===== src/rtl/alu_issue_ctrl.sv =====
// alu_issue_ctrl
//   Issue/write-back controller for a 16-bit combinational ALU. It accepts one
//   instruction at a time, reads operands from a 4 x 16 register file, drives
//   registered ALU inputs, captures the ALU result and flags back into the
//   register file, and presents each result downstream with backpressure.
//
// Handshakes (both ports): a transfer happens on a rising clk edge where
//   valid and ready are both high. The producer may change or drop its payload
//   freely while ready is low. instr_ready and res_valid are pure decodes of the
//   FSM state, so neither has a combinational path from any input.
//
// Ports
//   clk, rst_n              clock, asynchronous active-low reset
//   instr_valid/instr_ready instruction handshake (ready only in IDLE)
//   instr[15:0]             [15] ld, [14:12] op, [11:10] rd, [9:8] ra,
//                           [7:6] rb, [5] cin, [4:0] reserved
//   imm[15:0]               load value, used when ld=1
//   alu_a, alu_b, alu_c,    registered ALU operands / carry-in / opcode
//   alu_op
//   alu_w, alu_zero, alu_neg ALU result and flags
//   res_valid/res_ready     result handshake
//   res_data, res_zero,     result value as written to R[rd] and its flags
//   res_neg
//   dbg_sel, dbg_data       combinational register file read port
module alu_issue_ctrl (
  input  logic        clk,
  input  logic        rst_n,
  input  logic        instr_valid,
  output logic        instr_ready,
  input  logic [15:0] instr,
  input  logic [15:0] imm,
  output logic [15:0] alu_a,
  output logic [15:0] alu_b,
  output logic        alu_c,
  output logic [2:0]  alu_op,
  input  logic [15:0] alu_w,
  input  logic        alu_zero,
  input  logic        alu_neg,
  output logic        res_valid,
  input  logic        res_ready,
  output logic [15:0] res_data,
  output logic        res_zero,
  output logic        res_neg,
  input  logic [1:0]  dbg_sel,
  output logic [15:0] dbg_data
);

  localparam logic [1:0] S_IDLE  = 2'd0;
  localparam logic [1:0] S_ISSUE = 2'd1;
  localparam logic [1:0] S_EXEC  = 2'd2;
  localparam logic [1:0] S_DONE  = 2'd3;

  logic [1:0]  state;
  logic [1:0]  rd_q;   // destination held across ISSUE/EXEC
  logic [15:0] rf [4];

  logic       f_ld;
  logic [2:0] f_op;
  logic [1:0] f_rd;
  logic [1:0] f_ra;
  logic [1:0] f_rb;
  logic       f_cin;
  logic       unused_reserved;

  assign f_ld  = instr[15];
  assign f_op  = instr[14:12];
  assign f_rd  = instr[11:10];
  assign f_ra  = instr[9:8];
  assign f_rb  = instr[7:6];
  assign f_cin = instr[5];
  assign unused_reserved = ^instr[4:0];

  assign instr_ready = (state == S_IDLE);
  assign res_valid   = (state == S_DONE);
  assign dbg_data    = rf[dbg_sel];

  // The register file is written only here: once at accept for a load, once
  // in EXEC for an ALU op. Operands are captured at accept, so rd may alias
  // ra/rb without hazard.
  always_ff @(posedge clk or negedge rst_n) begin
    if (!rst_n) begin
      state    <= S_IDLE;
      rd_q     <= 2'd0;
      alu_a    <= 16'd0;
      alu_b    <= 16'd0;
      alu_c    <= 1'b0;
      alu_op   <= 3'd7;
      res_data <= 16'd0;
      res_zero <= 1'b0;
      res_neg  <= 1'b0;
      for (int i = 0; i < 4; i++) rf[i] <= 16'd0;
    end else begin
      case (state)
        S_IDLE: begin
          if (instr_valid) begin
            rd_q <= f_rd;
            if (f_ld) begin
              rf[f_rd] <= imm;
              res_data <= imm;
              res_zero <= (imm == 16'd0);
              res_neg  <= imm[15];
              state    <= S_DONE;
            end else begin
              alu_a  <= rf[f_ra];
              alu_b  <= rf[f_rb];
              alu_op <= f_op;
              alu_c  <= f_cin;
              state  <= S_ISSUE;
            end
          end
        end
        // ALU inputs settle for a full cycle before the result is sampled.
        S_ISSUE: state <= S_EXEC;
        S_EXEC: begin
          rf[rd_q] <= alu_w;
          res_data <= alu_w;
          res_zero <= alu_zero;
          res_neg  <= alu_neg;
          state    <= S_DONE;
        end
        S_DONE: begin
          if (res_ready) state <= S_IDLE;
        end
        default: state <= S_IDLE;
      endcase
    end
  end

endmodule


===== config.mk =====
export PLATFORM = sky130hd
export DESIGN_NAME = alu_issue_ctrl
export DESIGN_NICKNAME = d
export VERILOG_FILES = /design/src/rtl/alu_issue_ctrl.sv
export SDC_FILE = /design/constraint.sdc
export NUM_CORES = 1
export LEC_CHECK = 0
export ABC_CLOCK_PERIOD_IN_PS = 2500
export CORE_MARGIN = 2
export CORE_UTILIZATION = 25
export CTS_BUF_LIST = sky130_fd_sc_hd__clkbuf_8
export DETAILED_ROUTE_END_ITERATION = 16
export PLACE_DENSITY = 0.51
export SYNTH_ARGS = -nofsm -noshare
export SYNTH_HDL_FRONTEND = slang
export SYNTH_SLANG_ARGS = --single-unit

===== constraint.sdc =====
create_clock -name clk -period 2.5 [get_ports clk]
set_clock_uncertainty 0.1 [all_clocks]
set_input_delay 0.5 -clock clk [delete_from_list [all_inputs] [get_ports clk]]
set_output_delay 0.5 -clock clk [all_outputs]
set_load 0.01 [all_outputs]

==> impl_metrics.ini, run 1 <==
[setup_path]
critPathLaunch = dbg_sel[1]
critical_path_class = primary input to output pin
cp_max_fo = 16
crit_family = buffers and inverters
r2r_end = res_zero
r2r-start = state[0]
path_cells = clkdlybuf4s50_1 -> buf_12 -> mux4_2 -> dlygate4sd2_1
reg2reg_slack_ns = 0.31
worst_setup_path_start_kind = primary input
cp.arrival_ns = 1.84
slowest_stage = clkdlybuf4s50_1
critPathRequiredTime_ns = 1.90
max_stage_delay_ns = 0.50
r2r_cells = 7
cp.buffers_inverters = 3
crit_path_end_kind = output pin

[detailed_routing]
drt-initial-drc-count = 337
routed_via_density = 4.918
wl_met1_um = 10090
num_vias = 5120
top_layer = met4
route.met2.wl_um = 8645
ant_nets = 0
avgRoutedWirePerCell_um = 19.74
wl_um = 20550
drc_errors = 0
wl_met3_um = 1426
drt_first_pass_iters = 6

[placed_design]
io_buffer_count = 122
finalWeightedCongestion = 0.7351
place_ws_ns = -0.3878
dp_hpwl_um = 15150

[synthesis]
async_reset_ff_share_pct = 100.0
ys_seq_elements = 122
synth_top_area_share_pct = 43.77
yosysTopAreaCell = dfrtp_1
synth_area_leaders = dfrtp_1 (44%), mux4_2 (16%), mux2_2 (7.3%)
ys.flop_type = dfrtp_1
synth_cells = 568
postSynthAreaPerCell_um2 = 11.98
synth_most_common_cell = dfrtp_1
yosys_warnings = 0
synth_edf_count = 0
synth_top_cells_by_count = dfrtp_1 (119), nor2_1 (54), a32oi_1 (48), mux4_2 (48), mux2_2 (44)
synth_nets = 628
synthDistinctLibCells = 39
synth_seq_area_share_pct = 44.92
syn_area_mm2 = 0.006804

[floorplanning]
dieArea_mm2 = 0.02855
core_region_area_mm2 = 0.02680
ios = 128
die_h_um = 169.0
initial_core_util_pct = 25.39
die_x_um = 169.0
rows = 60

[cells_and_area]
fill_cells = 2633
final_nets = 746
area_delta_synth_final_pct = 33.01
finalCoreUtilization_pct = 33.77
layout-drive-gt1-share_pct = 26.04

[timing]
setup_viol = 0
fmax_mhz = 410.3
worst_slack_ns = 0.06281
finalCritPeriodShare_pct = 97.49
maxSlewHeadroom_pct = 61.12
tightest_slew_ns = 0.5819
rsz0062_at_grt = false
layout_min_cycle_time_ns = 2.437
hold_violations = 0
timing.setup.tns_ns = 0
drv_slew = 0

[worst_hold_path]
hp-start = alu_c
worstHoldEndpoint = alu_c
holdPathStages = 1
hold_path.class = flip-flop to flip-flop

[clock_tree]
cts_buffers = 17
clock_sinks = 122
cts-root-buf = clkbuf_8
tritoncts = done
cts_buffer_depth = 2
cts_htree_levels = 4
cts_setup_buffers = 0
clk_pin_slew_ns = 0.07
clock_latency_ns = 0.44

[flow_run]
maxCapViolCount = 0

[global_routing]
overflow = 0
grt_pass1_vias = 5191
grt_pass1_wl_um = 32220
grt_max_degree = 98
grt_usage_pct = 14.93
antenna_found_initial = 1

[run_status]
status = finished clean

[power]
peakVddDrop_mv = 0.6525
p_leak_nw = 3.571
power_density_mw_per_mm2 = 1154
-- flip-flops by register name, indices dropped and copies added (netlist names) --
signal,flops
alu_op,3
alu_a,16
res_zero,1
rf,64
state,2
alu_b,16
res_data,16
res_neg,1
rd_q,2
alu_c,1
-- per-layer routing --
metal	vias up	GRT usage (%)
met5	-	0
met4	0	5.091
met3	17	5.424
met2	132	21.01
met1	2559	21.11
li1	2412	-
-- area by class of cell --
type	instances	area [um^2]	area share, %
clock buffer	22	302.8	3.346
timing repair buffer	153	1599	17.67
tap	341	426.7	4.715
clock inverter	10	146.4	1.618
antenna	1	2.502	0.02765
sequential	122	3057	33.78
inverter	3	11.26	0.1244
multi-input combinational	389	3505	38.73
-- worst max path at each step --
stage | to | slack [ns] | cells past startpoint
after floorplan | rf[10] | 0.30 | 8
after global placement | dbg_data[11] | -0.38 | 4
after detailed placement | dbg_data[11] | -0.39 | 4
after CTS | dbg_data[11] | 0.06 | 4
after global routing | dbg_data[11] | 0.04 | 4
final | dbg_data[11] | 0.06 | 4
-- cell families after synthesis --
family / after synthesis / synth area share [%]
fa+ha+maj: 4 / 0.7356
simple gates: 141 / 10.08
compound gates: 140 / 14.40
flops: 122 / 44.92
buf+inv: 57 / 4.009
mux: 104 / 25.86
-- what timing repair did --
item / 4_1_cts / 5_1_grt
gates resized for setup: 23 / 1
gates cloned: 1 / 0
endpoints found under the hold margin: 27 / 0
setup endpoints to repair: 17 / 1
hold buffers: 1 / 0
-- report_power, final --
part | switching, mW | internal [mW] | total (mW)
combinational | 2.37 | 2.54 | 4.92
clock | 0.784 | 1.21 | 1.99
sequential | 0.714 | 2.82 | 3.54
-- per-stage QoR --
| step | cells | cell area, um^2 | hold slack, ns | total power, mW |
|---|---|---|---|---|
| 2_1_floorplan | 568 | 6804 | 0.1044 | 6.410 |
| 3_3_place_gp | 1006 | 8573 | 0.3856 | 8.477 |
| 3_5_place_dp | 1006 | 8573 | 0.3917 | 8.551 |
| 4_1_cts | 1040 | 9037 | 0.4092 | 10.55 |
| 5_1_grt | 1041 | 9050 | 0.4254 | 11.21 |
| 6_report | 1041 | 9050 | 0.4025 | 10.44 |
-- layout by cell type (no fill, tap or decap), types with 4 or more instances in the layout --
| master | synthesis | routed |
|---|---|---|
| dfrtp_1 | 119 | 119 |
| clkdlybuf4s50_1 | 0 | 104 |
| nor2_1 | 54 | 54 |
| mux4_2 | 48 | 48 |
| a32oi_1 | 48 | 48 |
| mux2_2 | 44 | 44 |
| nand2_1 | 35 | 35 |
| a21oi_1 | 27 | 27 |
| clkbuf_8 | 0 | 22 |
| nor2b_1 | 20 | 20 |
| buf_4 | 4 | 18 |
| o22ai_1 | 16 | 16 |
| nand2b_1 | 16 | 16 |
| a31oi_1 | 16 | 16 |
| o21ai_1 | 16 | 16 |
| dlygate4sd2_1 | 0 | 16 |
| buf_12 | 0 | 12 |
| a21oi_2 | 10 | 10 |
| mux2_4 | 10 | 10 |
| inv_1 | 3 | 6 |
| bufinv_16 | 0 | 4 |
Power figures use the tool's default switching activity.
==> run 2, diff against run 1 <==
Settings changed: CTS_CLUSTER_SIZE set to 14.
==> results of run 2 <==
The final DEF is identical to that of run 1; final timing and power are the same.
==> run 3, diff against run 2 <==
--- a/config.mk
+++ b/config.mk
@@ -14,2 +14,3 @@
 export PLACE_DENSITY = 0.51
+export SLEW_MARGIN = 40
 export SYNTH_ARGS = -nofsm -noshare
--- a/constraint.sdc
+++ b/constraint.sdc
@@ -4,2 +4,2 @@
 set_output_delay 0.5 -clock clk [all_outputs]
-set_load 0.01 [all_outputs]
+set_load 0.1 [all_outputs]
==> run 3 against run 2 <==
Compared with the run above: sequential share of layout area shrank 0.056 points; via count shrank 1.2%; first-iteration DRC count shrank 0.59%; non-clock buffer count shrank 1; cell area grew 0.17%; register-to-register slack is essentially flat; critical path depth is the same; critical path type unchanged; critical endpoint is now dbg_data[1].
==> impl_metrics.ini, run 3 (synthesis results as in run 1) <==
[floorplanning]
rows = 60
initial_core_util_pct = 25.39
die_h_um = 169.0
ios = 128
core_region_area_mm2 = 0.02680
dieArea_mm2 = 0.02855
die_x_um = 169.0

[setup_path]
max_stage_delay_ns = 0.53
crit_path_end_kind = output pin
critPathRequiredTime_ns = 1.90
cp.buffers_inverters = 3
slowest_stage = mux4_2
worst_setup_path_start_kind = primary input
crit_family = buffers and inverters
path_cells = clkdlybuf4s15_1 -> bufbuf_16 -> mux4_2 -> buf_12
cp_max_fo = 8
cp.arrival_ns = 1.84
critical_path_class = primary input to output pin

[detailed_routing]
num_vias = 5061
drt-initial-drc-count = 335
avgRoutedWirePerCell_um = 18.95
routed_via_density = 4.871
ant_nets = 0
wl_um = 19690
drt_first_pass_iters = 4
drc_errors = 0

[clock_tree]
cts_setup_buffers = 0
cts_buffers = 17
cts-root-buf = clkbuf_8
clock_latency_ns = 0.44
cts_buffer_depth = 2
tritoncts = done
clock_sinks = 122
clk_pin_slew_ns = 0.07
cts_htree_levels = 4

[timing]
hold_violations = 0
layout_min_cycle_time_ns = 2.439
finalCritPeriodShare_pct = 97.55
timing.setup.tns_ns = 0
setup_viol = 0
worst_slack_ns = 0.06117
maxSlewHeadroom_pct = 60.58
fmax_mhz = 410.0
drv_slew = 0
tightest_slew_ns = 0.5899
rsz0062_at_grt = false

[flow_run]
maxCapViolCount = 0

[cells_and_area]
area_delta_synth_final_pct = 33.23
finalCoreUtilization_pct = 33.82
layout-drive-gt1-share_pct = 36.53
largest-register = rf
fin_cells = 1039
antenna_cells = 0
final_common_cell = dfrtp_1
largest_reg_flops = 64
final_nets = 745
final_cell_mix = dfrtp_1 (119), buf_4 (73), nor2_1 (54)

[worst_hold_path]
hold_path.class = flip-flop to flip-flop

[global_routing]
grt_pass1_wl_um = 30750
overflow = 0
grt_pass1_vias = 4963
antenna_found_initial = 0
grt_usage_pct = 14.14
grt_max_degree = 82

[placed_design]
dp_hpwl_um = 14760
io_buffer_count = 122
finalWeightedCongestion = 0.7259
dpl.cell_count = 1005
place_ws_ns = -0.09077

[run_status]
status = finished clean
-- run 3: worst reg2reg max path, cell delays in order, from the launching register on --
cell and delay [ns]:
dfrtp_1 0.38, inv_1 0.16, ha_2 0.37, buf_6 0.33
buf_4 0.40, a32oi_1 0.19, a21oi_1 0.18
-- run 3: per-layer routing --
layer | wire length (um) | GRT usage [%] | share of wire (%)
met5 | 0 | 0 | 0
met2 | 8537 | 20.26 | 43
met1 | 9714 | 20.20 | 49
met3 | 1233 | 4.746 | 6.3
met4 | 202 | 4.199 | 1.0
-- run 3: worst paths after layout --
check	start	end	slack [ns]	cells past startpoint
min in group asynchronous	rst_n	rf[17]	0.52	3
max in group asynchronous	rst_n	rf[5]	1.30	3
worst max-delay path	dbg_sel[0]	dbg_data[1]	0.06	4
worst min-delay path	alu_a[12]	alu_a[12]	0.41	1
worst min register to register	alu_a[12]	alu_a[12]	0.41	1
worst max register to register	state[0]	rf[44]	0.31	6
-- run 3: area by class of cell --
class / count / area (um^2)
inverter: 3 / 11.26
fill: 2629 / 17740
multi-input combinational: 389 / 3505
timing repair buffer: 152 / 1633
clock inverter: 15 / 198.9
tap: 341 / 426.7
sequential: 122 / 3057
clock buffer: 17 / 234.0
-- run 3: timing repair --
item,CTS,global route
endpoints found under the hold margin,5,0
setup endpoints to repair,16,1
pin swaps,0,0
cloned,1,0
gates resized for setup,2,1
hold buffers,1,0
-- run 3: metrics by stage --
| step | hold slack [ns] | instance area (um^2) |
|---|---|---|
| finish | 0.4086 | 9065 |
| global route | 0.4369 | 9065 |
| CTS | 0.4151 | 9061 |
| detailed placement | 0.3967 | 8586 |
| global placement | 0.3889 | 8586 |
| floorplan | 0.1044 | 6817 |
Power of run 3 is left out: the tool's default activity adds up to more than one toggle a clock period on the data nets, which glitch-free logic cannot reach.
